[src/rtl/final_bits_pkg.sv]
// Shared types and constants for the end-of-frame final-bits flush sequencer.
package final_bits_pkg;

    typedef enum logic [1:0] {IDLE, LOAD, EMIT, DONE} fb_state_e;

    localparam int S_BASE   = 10;
    localparam int C_BASE   = 7;
    localparam int STEP     = 8;
    localparam int S_THRESH = 9;

    // Low-order mask that the final rounding step clears.
    function automatic logic [63:0] m_mask(input int low_width);
        return (64'd1 << (low_width - 10)) - 64'd1;
    endfunction

endpackage

[src/rtl/final_bits_flush_seq_word_extract.sv]
// Combinational word slicer: picks the word above bit c and keeps only the bits below it.
module final_bits_word_extract #(
    parameter int EW = 25,
    parameter int CW = 7,
    parameter int OW = 16
) (
    input  logic [EW-1:0]        e_i,
    input  logic signed [CW-1:0] c_i,
    output logic [OW-1:0]        word_o,
    output logic [EW-1:0]        e_next_o
);

    // c is never negative on the emit path, so treat it as a plain shift amount.
    logic [CW-1:0] sh;
    logic [EW-1:0] keep_mask;

    assign sh        = c_i;
    assign keep_mask = ({{(EW-1){1'b0}}, 1'b1} << sh) - {{(EW-1){1'b0}}, 1'b1};
    assign word_o    = OW'(e_i >> sh);
    assign e_next_o  = e_i & keep_mask;

endmodule

[src/rtl/final_bits_flush_seq.sv]
// End-of-frame flush: latches final low/cnt, then streams the remaining final words
// over a valid/ready port with the last word tagged.
module final_bits_flush_seq
    import final_bits_pkg::*;
#(
    parameter int OUTPUT_BITSTREAM_WIDTH = 16,
    parameter int D_SIZE                 = 5,
    parameter int LOW_WIDTH              = 24
) (
    input  logic                              clk,
    input  logic                              reset,
    input  logic                              flush_req,
    input  logic [LOW_WIDTH-1:0]              in_low,
    input  logic [D_SIZE-1:0]                 in_cnt,
    output logic                              busy,
    output logic                              out_valid,
    input  logic                              out_ready,
    output logic [OUTPUT_BITSTREAM_WIDTH-1:0] out_word,
    output logic                              out_last,
    output logic                              done
);

    localparam int EW = LOW_WIDTH + 1;
    localparam int CW = D_SIZE + 2;
    localparam logic [EW-1:0] M = EW'(m_mask(LOW_WIDTH));

    fb_state_e                   state_q, state_d;
    logic [LOW_WIDTH-1:0]        low_q, low_d;
    logic signed [CW-1:0]        cnt_q, cnt_d;
    logic [EW-1:0]               e_q, e_d;
    logic signed [CW-1:0]        c_q, c_d;
    logic signed [CW-1:0]        s_q, s_d;

    logic [EW-1:0]               low_sum, e_load, e_next;
    logic signed [CW-1:0]        s_load, s_m8;
    logic [OUTPUT_BITSTREAM_WIDTH-1:0] word;
    logic                        last;

    // The carry out of low+m lands in bit LOW_WIDTH and is kept.
    assign low_sum = {1'b0, low_q} + M;
    assign e_load  = (low_sum & ~M) | (M + {{(EW-1){1'b0}}, 1'b1});
    assign s_load  = cnt_q + CW'(S_BASE);
    assign s_m8    = s_q - CW'(STEP);
    assign last    = (s_m8 <= CW'(S_THRESH));

    final_bits_word_extract #(
        .EW(EW),
        .CW(CW),
        .OW(OUTPUT_BITSTREAM_WIDTH)
    ) u_extract (
        .e_i     (e_q),
        .c_i     (c_q),
        .word_o  (word),
        .e_next_o(e_next)
    );

    always_ff @(posedge clk or posedge reset) begin
        if (reset) begin
            state_q <= IDLE;
            low_q   <= '0;
            cnt_q   <= '0;
            e_q     <= '0;
            c_q     <= '0;
            s_q     <= '0;
        end else begin
            state_q <= state_d;
            low_q   <= low_d;
            cnt_q   <= cnt_d;
            e_q     <= e_d;
            c_q     <= c_d;
            s_q     <= s_d;
        end
    end

    always_comb begin
        state_d = state_q;
        low_d   = low_q;
        cnt_d   = cnt_q;
        e_d     = e_q;
        c_d     = c_q;
        s_d     = s_q;
        unique case (state_q)
            IDLE: begin
                if (flush_req) begin
                    low_d   = in_low;
                    cnt_d   = {{2{in_cnt[D_SIZE-1]}}, in_cnt};
                    state_d = LOAD;
                end
            end
            LOAD: begin
                e_d     = e_load;
                c_d     = cnt_q + CW'(C_BASE);
                s_d     = s_load;
                state_d = (s_load > CW'(S_THRESH)) ? EMIT : DONE;
            end
            EMIT: begin
                if (out_ready) begin
                    e_d = e_next;
                    c_d = c_q - CW'(STEP);
                    s_d = s_m8;
                    if (last) state_d = DONE;
                end
            end
            DONE:    state_d = IDLE;
            default: state_d = IDLE;
        endcase
    end

    // Outputs decode straight from registered state so reset clears them immediately.
    assign busy      = (state_q != IDLE);
    assign out_valid = (state_q == EMIT);
    assign out_last  = out_valid & last;
    assign out_word  = out_valid ? word : '0;
    assign done      = (state_q == DONE);

endmodule

[config.mk]
export PLATFORM = sky130hd
export DESIGN_NAME = final_bits_flush_seq
export DESIGN_NICKNAME = d
export VERILOG_FILES = /design/src/rtl/final_bits_pkg.sv /design/src/rtl/final_bits_flush_seq_word_extract.sv /design/src/rtl/final_bits_flush_seq.sv
export SDC_FILE = /design/constraint.sdc
export NUM_CORES = 1
export LEC_CHECK = 0
export CORE_ASPECT_RATIO = 0.7
export CORE_MARGIN = 1.5
export CORE_UTILIZATION = 43
export CTS_BUF_LIST = sky130_fd_sc_hd__clkbuf_8
export DETAILED_ROUTE_END_ITERATION = 10
export GPL_TIMING_DRIVEN = 1
export PLACE_DENSITY_LB_ADDON = 0.08
export SYNTH_ARGS = -nofsm -noshare
export SYNTH_HDL_FRONTEND = slang
export SYNTH_SLANG_ARGS = --single-unit
[constraint.sdc]
create_clock -name clk -period 3 [get_ports clk]
set_input_delay 0.6 -clock clk [delete_from_list [all_inputs] [get_ports clk]]
set_output_delay 0.6 -clock clk [all_outputs]
set_load 0.03 [all_outputs]
* Yosys cells after proc, flatten, opt, wreduce, memory -nomap -nowiden
Index checks and enable logic that the tools add are counted.
** Operators by class
- Reductions and logical operators :: 6
- Shift-type cells :: 2
- Muxes and demuxes :: 12
- Equality and inequality tests :: 6
- Order comparisons :: 2
- Bitwise logic cells :: 2
- $add $sub $neg :: 6
** Operators with widths (count)
- one-hot mux 25 bit (2 select lines) :: 1
- one-hot mux 7 bit (2 select lines) :: 2
- adder 24 x 14 -> 25 bit (second input constant) :: 1
- bitwise AND 25 bit :: 1
- 2-to-1 mux 25 bit :: 1
- left shift 1 x 7 -> 25 bit (first input constant) :: 1
- >> shifter 25 x 7 -> 16 bit :: 1
- subtractor 25 x 1 -> 25 bit (second input constant) :: 1
- 2-to-1 mux 16 bit :: 1
- 2-to-1 mux 7 bit :: 2
- subtractor 7 x 5 -> 7 bit (second input constant) :: 2
- one-hot mux 2 bit (4 select lines) :: 1
- <= comparator 7 x 5 -> 1 bit (second input constant) :: 1
- adder 5 x 4 -> 6 bit (second input constant) :: 1
- adder 5 x 5 -> 6 bit (second input constant) :: 1
- greater-than comparator 6 x 5 -> 1 bit (second input constant) :: 1
- 2-to-1 mux 2 bit :: 3
- equality test 2 bit (second input constant) :: 2
- inequality test 2 x 1 -> 1 bit (second input constant) :: 2
- AND reduction 2 bit :: 2
- nonzero test 2 bit :: 2
- AND reduction 3 bit :: 1
- equality test 2 x 1 -> 1 bit (second input constant) :: 1
- zero test 2 bit :: 1
- 3 further kinds :: 3
** Storage, ports and cells
- Output and inout bits :: 20
- Flip-flop bits (word level) :: 70
- Bits of input ports :: 33
- Logic and storage cells :: 42

* Longest topological paths before layout
Gate-level depths: netlist of the first run.
- Depth in word-level cells :: 5
- Gate-level depth with buffers :: 12
- Gate-level depth less buffers :: 9

* Hierarchy
Synthesis of the first run repeated with hierarchy kept, for this count alone.
** Unflattened totals
- Cell total of the unflattened synthesis :: 602
- Area total of the unflattened synthesis :: 5868.1 um^2
** Modules (own cells, without submodules)
- final_bits_flush_seq :: instances 1, cells an instance 318, area each 3604.7 um^2
- final_bits_word_extract :: instances 1, cells an instance 284, area each 2263.4 um^2

* Worst setup path after synthesis of the first run
OpenSTA, ideal clock, no wires.
- Path type :: register to output
- From :: register state_q[0]
- To :: output port out_word[5]
- Slack :: 0.024 ns
- Arrival :: 2.376 ns
- Stages on the path, launching flop included :: 7
- Required time :: 2.400 ns
- Cell sequence :: dfrtp_1 inv_1 ha_1 clkbuf_1 clkbuf_1 nand2b_1 o31ai_1
** On the way
- Cells in the longest elaborated chain, start to end :: 2
** Ends and longest elaborated chain
- start, declared :: line final_bits_flush_seq.sv:27 : fb_state_e state_q, state_d;
- start signal, assigned :: line final_bits_flush_seq.sv:66 : state_q <= state_d;
- equality test 2 bit :: line final_bits_flush_seq.sv:111 : assign out_valid = (state_q == EMIT);
- via out_valid :: line final_bits_flush_seq.sv:16 : output logic out_valid,
- 2-to-1 mux 16 bit :: line final_bits_flush_seq.sv:113 : assign out_word = out_valid ? word : '0;
- end, declared :: line final_bits_flush_seq.sv:18 : output logic [OUTPUT_BITSTREAM_WIDTH-1:0] out_word,
The timed path passes the listed nets, and every way through them passes these cells.

* Worst setup path in the final report of the first run
- From :: register c_q[0]
- To :: output port out_word[3]
** On the way
- Cells in the longest elaborated chain, start to end :: 2
** Ends and longest elaborated chain
- start, declared :: line final_bits_flush_seq.sv:31 : logic signed [CW-1:0] c_q, c_d;
- start signal, assigned :: line final_bits_flush_seq.sv:63 : c_q <= '0;
- start signal, assigned :: line final_bits_flush_seq.sv:70 : c_q <= c_d;
- >> shifter 25 x 7 -> 16 bit :: line final_bits_flush_seq_word_extract.sv:19 : assign word_o = OW'(e_i >> sh);
- 2-to-1 mux 16 bit :: line final_bits_flush_seq.sv:113
No other way between the ends.

==> flow_metrics.env, run 1 <==
export IMPL_status="finished with violations"
export IMPL_violations="negative setup slack"
export IMPL_crit_type="reg -> out"
export IMPL_cts_sinks=70
export IMPL_yosysWarnings=0
export IMPL_worst_pin_slew_ns=0.596
export IMPL_cp_end_kind="output pin"
export IMPL_synth_edf_count=0
export IMPL_rows=33
export IMPL_layout_drive_gt1_share_pct=26.6
export IMPL_post_synth_top_area_fraction_pct=33.3
export IMPL_grt_overflow=0
export IMPL_combinationalPowerShare_pct=66.4
export IMPL_synthCells=569
export IMPL_drt_pass1_iterations=5
export IMPL_slew_limit_headroom_pct=60.2
export IMPL_syn_nets=617
export IMPL_swShare_pct=48.1
export IMPL_maxSlewViolCount=0
export IMPL_postSynthAreaPerCell_um2=9.24
export IMPL_synth_area_leaders="dfrtp_1 (33%), mux2_2 (9.6%), mux4_2 (5.6%)"
export IMPL_hold_violations=0
export IMPL_dp_cells=777
export IMPL_clk_pin_slew_ns=0.08
export IMPL_peakVddDrop_v=0.000450
export IMPL_r2r_slack_ns=0.37
export IMPL_cts_path_max_buffers=2
export IMPL_worst_clock_skew_ns=0.0106
export IMPL_yosysTopAreaCell="dfrtp_1"
export IMPL_drt_iter0_markers=495
export IMPL_drc=0
export IMPL_dieArea_mm2=0.0129
export IMPL_synth_cell_types=69
export IMPL_final_core_util_pct=55.1
export IMPL_num_antenna_cells=0
export IMPL_post_drt_wl_per_cell_um=21.0
export IMPL_yosysMostFrequentCell="dfrtp_1"
export IMPL_yosysSeqAreaShare_pct=33.3
export IMPL_grt_pass1_wl_um=26100
export IMPL_grt_pass1_vias=4578
export IMPL_final_nets=690
export IMPL_worstSetupEndpoint="out_word[3]"
export IMPL_antenna_found_initial=0
export IMPL_holdWs_ns=0.513
export IMPL_hpwlAfterDp_um=12500
export IMPL_timing_fmax_mhz=331
export IMPL_post_synth_most_frequent_cells="dfrtp_1 (70), nand2_1 (49), mux2_2 (45)"
export IMPL_min_path_type="reg -> reg"
export IMPL_root_buffer="clkbuf_8"
export IMPL_timing_final_ws_setup_ns=-0.0241
export IMPL_io_buffers=52
export IMPL_ant_nets=0
export IMPL_htree_levels=3
export IMPL_pin_count=53
export IMPL_num_vias=4860
export IMPL_synthToLayoutAreaGrowth_pct=23.8
export IMPL_reg2reg_from="c_q[5]"
export IMPL_insertion_delay_ns=0.36
export IMPL_leakagePower_uw=0.00270
export IMPL_cts_tree="built"
export IMPL_die_height_um=95.5
export IMPL_finalSetupViolations=1
export IMPL_gp_congestion=0.939
export IMPL_p_int_uw=3790
export IMPL_synthArstFlopShare_pct=100
export IMPL_crit_fanout=13
export IMPL_numCtsBuffers=9
export IMPL_ctsHoldBuffers=0
export IMPL_ys_flop_type="dfrtp_1"
export IMPL_grt_start_max_net_pins=38
export IMPL_setup_tns_final_ns=-0.0241
export IMPL_seqPwrFrac_pct=24.1
export IMPL_drt_vias_per_instance=6.04
export IMPL_fin_crit_ns=3.02
export IMPL_power_density_mw_per_mm2=1120
export IMPL_rr_worst_depth=8
export IMPL_grtUsageTotal_pct=27.0
export IMPL_start_util_pct=44.5
export IMPL_r2r_end="e_q[10]"
export IMPL_cp_start_kind="flop"
export IMPL_crit_required_ns=2.40
export IMPL_p_switching_uw=3500
export IMPL_core_area_mm2=0.0118
export IMPL_ys_seq_elements=70
export IMPL_die_x_um=135
export IMPL_final_cells=804
export IMPL_wl_um=16900
export IMPL_synth_area_mm2=0.00526
export IMPL_arrival_ns=2.42
export IMPL_clock_power_share_pct=9.5
export IMPL_rsz0062_at_grt="true"
export IMPL_post_place_ws_ns=0.0656
export IMPL_finalCritPeriodShare_pct=101
export IMPL_startpoint="c_q[0]"
export IMPL_maxCapViolations=0
## stage by stage
step	area [um^2]	total power (uW)
final	6510	7290
after global routing	6510	7780
after CTS	6320	6960
after detailed placement	6090	6140
after global placement	6090	6100
after floorplan	5260	4730
## registers in the layout, summed over array words and instances, names as in the netlist
signal and count:
c_q 7, cnt_q 5, e_q 25, low_q 24, s_q 7, state_q 2
## power groups by stage
stage	Sequential, uW	Combinational [uW]	Clock (uW)
global route	1810	5220	753
detailed placement	1750	4400	0
floorplan	1570	3160	0
global placement	1730	4370	0
CTS	1730	4520	706
finish	1760	4840	689
## layer usage
layer	vias up	part of all wire, %	track usage [%]
li1	2219	-	-
met1	2406	50	42.0
met2	217	41	37.2
met3	18	8.5	6.22
met4	0	1.1	6.45
met5	-	0	0
## critical path, stage by stage, from the launching register on
cell and delay (ns):
dfrtp_2 0.49, buf_6 0.22, inv_4 0.09, mux2i_1 0.21, buf_4 0.19, a221oi_1 0.32
nand3_1 0.12, a41oi_1 0.23, buf_4 0.20
## cell families (layout without fill, tap and decap cells)
family | after synthesis | after routing | share of synthesized area, %
xor gates and xnor gates | 19 | 19 | 3.17
adders and majority gates | 16 | 16 | 3.76
DFF | 70 | 70 | 33.3
buffers and inverters | 68 | 146 | 5.66
AOI/OAI and AO/OA | 132 | 132 | 17.0
and+or+nand+nor | 183 | 183 | 17.5
muxes | 81 | 81 | 19.6
## cell usage in the layout, fill, tap and decap left out, types with 8 or more instances in the layout
cell type        instances
inv_1                   21
mux2_2                  43
clkbuf_8                10
mux4_2                  13
ha_1                    15
buf_4                   55
nor2b_1                 15
a21boi_0                 8
nor2_1                  43
o21ai_0                 27
o21ai_1                  9
dfrtp_1                 67
nand2_1                 48
a21oi_1                 27
clkdlybuf4s50_1         36
nand3_1                 19
nor3_1                  15
xnor2_1                 10
mux2i_1                 18
xor2_1                   9
## cell type report
type                            count  area, um^2
Fill cell                        1084        5300
Multi-Input combinational cell    431        3300
Sequential cell                    70        1760
Timing Repair Buffer              107         997
Tap cell                          157         196
Clock buffer                       10         138
Inverter                           23        96.3
Clock inverter                      6        30.0
## how the worst min path moves through the flow
| stage | startpoint | to | depth (start not counted) |
|---|---|---|---|
| after floorplan | e_q[11] | e_q[11] | 1 |
| after global placement | low_q[9] | low_q[9] | 1 |
| after detailed placement | low_q[5] | low_q[5] | 1 |
| after CTS | low_q[5] | low_q[5] | 1 |
| after global routing | low_q[8] | low_q[8] | 1 |
| final | low_q[5] | low_q[5] | 1 |
## what timing repair did
item | 4_1_cts | 5_1_grt
setup buffers | 2 | 7
cloned | 1 | 1
gates resized for setup | 13 | 36
endpoints found under the setup margin | 11 | 14
pin swaps | 2 | 10
Note: power is estimated with default switching activity, not from simulation.
==> inputs of run 2 (changes only) <==
--- a/config.mk
+++ b/config.mk
@@ -5,9 +5,10 @@
 export SDC_FILE = /design/constraint.sdc
 export NUM_CORES = 1
 export LEC_CHECK = 0
+export CAP_MARGIN = 10
 export CORE_ASPECT_RATIO = 0.7
 export CORE_MARGIN = 1.5
-export CORE_UTILIZATION = 43
+export CORE_UTILIZATION = 35
 export CTS_BUF_LIST = sky130_fd_sc_hd__clkbuf_8
 export DETAILED_ROUTE_END_ITERATION = 10
 export GPL_TIMING_DRIVEN = 1
==> constraint.sdc (replaced) <==
create_clock -name clk -period 3 [get_ports clk]
set_input_delay 0.45 -clock clk [delete_from_list [all_inputs] [get_ports clk]]
set_output_delay 0.45 -clock clk [all_outputs]
set_load 0.03 [all_outputs]
==> run 2 against run 1 <==
  * The flow now finishes without violations
  * Critical path depth down 1
  * First-iteration DRC count up 1.8%
  * Core utilization is 12 points lower
  * Sequential share of layout area grew 0.93 points
  * Cell count is 2.7% higher
  * Final area shrank 3.4%
  * Worst setup slack improved by 0.14 ns
  * Largest power group unchanged
==> flow_metrics.env, run 2 (synthesis results as in run 1) <==
export IMPL_status="finished clean"
export IMPL_start_util_pct=35.8
export IMPL_insertion_delay_ns=0.36
export IMPL_wl_um=16400
export IMPL_grt_busiest_layer="met1"
export IMPL_layout_drive_gt1_share_pct=22.8
export IMPL_cts_path_max_buffers=2
export IMPL_maxCapViolations=0
export IMPL_min_path_type="in -> async"
export IMPL_gr_usage_met1_pct=33.9
export IMPL_final_nets=674
export IMPL_slew_limit_headroom_pct=61.1
export IMPL_worst_clock_skew_ns=0.00753
export IMPL_maxSlewViolCount=0
export IMPL_htree_levels=3
export IMPL_core_area_mm2=0.0147
export IMPL_cts_tree="built"
export IMPL_hpwlAfterDp_um=12400
export IMPL_final_cell_area_mm2=0.00629
export IMPL_clk_pin_slew_ns=0.08
export IMPL_critPathMaxStageDelay_ns=0.48
export IMPL_finalSetupViolations=0
export IMPL_num_vias=4696
export IMPL_num_antenna_cells=0
export IMPL_largest_register_ff_count=25
export IMPL_cp_end_kind="output pin"
export IMPL_antenna_found_initial=0
export IMPL_ant_nets=0
export IMPL_gp_congestion=0.941
export IMPL_grtUsageTotal_pct=21.9
export IMPL_numCtsBuffers=9
export IMPL_rr_worst_depth=8
export IMPL_dieArea_mm2=0.0158
export IMPL_crit_required_ns=2.55
export IMPL_drt_pass1_iterations=5
export IMPL_top_regs="e_q: 25 flops, low_q: 24 flops"
export IMPL_post_drt_wl_per_cell_um=19.9
export IMPL_critPathSlowestCell="mux4_2"
export IMPL_root_buffer="clkbuf_8"
export IMPL_die_x_um=149
export IMPL_grt_overflow=0
export IMPL_drt_vias_per_instance=5.69
export IMPL_drt_iter0_markers=504
export IMPL_place_area_mm2=0.00608
export IMPL_final_common_cell="dfrtp_1"
export IMPL_peakVddDrop_v=0.000368
export IMPL_ctsHoldBuffers=0
export IMPL_grt_pass1_vias=4623
export IMPL_drc=0
export IMPL_cp_start_kind="flop"
export IMPL_fin_crit_ns=2.89
export IMPL_arrival_ns=2.44
export IMPL_timing_fmax_mhz=346
export IMPL_final_core_util_pct=42.8
export IMPL_power_density_mw_per_mm2=1100
export IMPL_leakagePower_uw=0.00257
export IMPL_holdWs_ns=0.475
export IMPL_crit_type="reg -> out"
export IMPL_setup_tns_final_ns=0
export IMPL_pin_count=53
export IMPL_synthToLayoutAreaGrowth_pct=19.6
export IMPL_rows=37
export IMPL_top_register="e_q"
export IMPL_hold_violations=0
export IMPL_finalCritPeriodShare_pct=96.3
export IMPL_crit_fanout=13
export IMPL_grt_use_met3_pct=5.41
export IMPL_grt_pass1_wl_um=26400
export IMPL_final_cell_mix="dfrtp_1 (68), nand2_1 (49), buf_4 (47)"
export IMPL_met2_usage_pct=30.1
export IMPL_path_cells="buf_4 -> buf_6 -> mux2_2 -> mux4_2 -> o211ai_1 -> a21oi_1 -> buf_4"
export IMPL_cts_sinks=70
export IMPL_worst_pin_slew_ns=0.583
export IMPL_grt_start_max_net_pins=47
export IMPL_path_common_cell="buf_4"
export IMPL_die_height_um=106
export IMPL_io_buffers=52
## run 2: path summary, 6_finish.rpt
check,slack [ns],startpoint,end
worst min register to register,0.52,low_q[2],low_q[2]
worst min-delay path,0.47,reset,e_q[1]
min in group clk,0.52,low_q[2],low_q[2]
max in group asynchronous,1.87,reset,c_q[0]
worst max register to register,0.22,c_q[4],e_q[10]
worst max-delay path,0.11,c_q[1],out_word[8]
## run 2: layout make-up
| cell class | count | area, um^2 |
|---|---|---|
| fill | 1426 | 8390 |
| multi-input combinational | 431 | 3220 |
| sequential | 70 | 1750 |
| timing repair buffer | 91 | 812 |
| tap | 195 | 244 |
| clock buffer | 9 | 124 |
| inverter | 23 | 86.3 |
| clock inverter | 7 | 50.0 |
## run 2: critical path: cells and delay by family (launching register included)
family / cells / cell delay, ns
AO/OA/AOI/OAI: 2 / 0.28
buffers and inverters: 3 / 0.51
flip-flops: 1 / 0.42
multiplexers: 2 / 0.87
## run 2: routing by layer
metal  up-vias  routed length, um
li1       2194                  -
met1      2347               8490
met2       147               6830
met3         8               1040
met4         0                 73
met5         -                  0
## run 2: metrics by stage
step | power (uW) | setup slack, ns | std cells
global route | 7430 | -0.00336 | 826
finish | 6910 | 0.111 | 826
global placement | 6050 | 0.151 | 808
CTS | 6800 | 0.0283 | 824
detailed placement | 6080 | 0.129 | 808
floorplan | 4730 | 0.174 | 569
## run 2: repair_timing
| action | 4_1_cts | 5_1_grt |
|---|---|---|
| endpoints found under the setup margin | 4 | 6 |
| setup buffers | 0 | 2 |
| gates resized for setup | 4 | 7 |
| pin swaps | 0 | 2 |
## run 2: report_power, final
group | internal (uW) | switching, uW | total (uW)
registers | 1320 | 442 | 1760
clock network | 301 | 408 | 709
logic | 1900 | 2530 | 4430
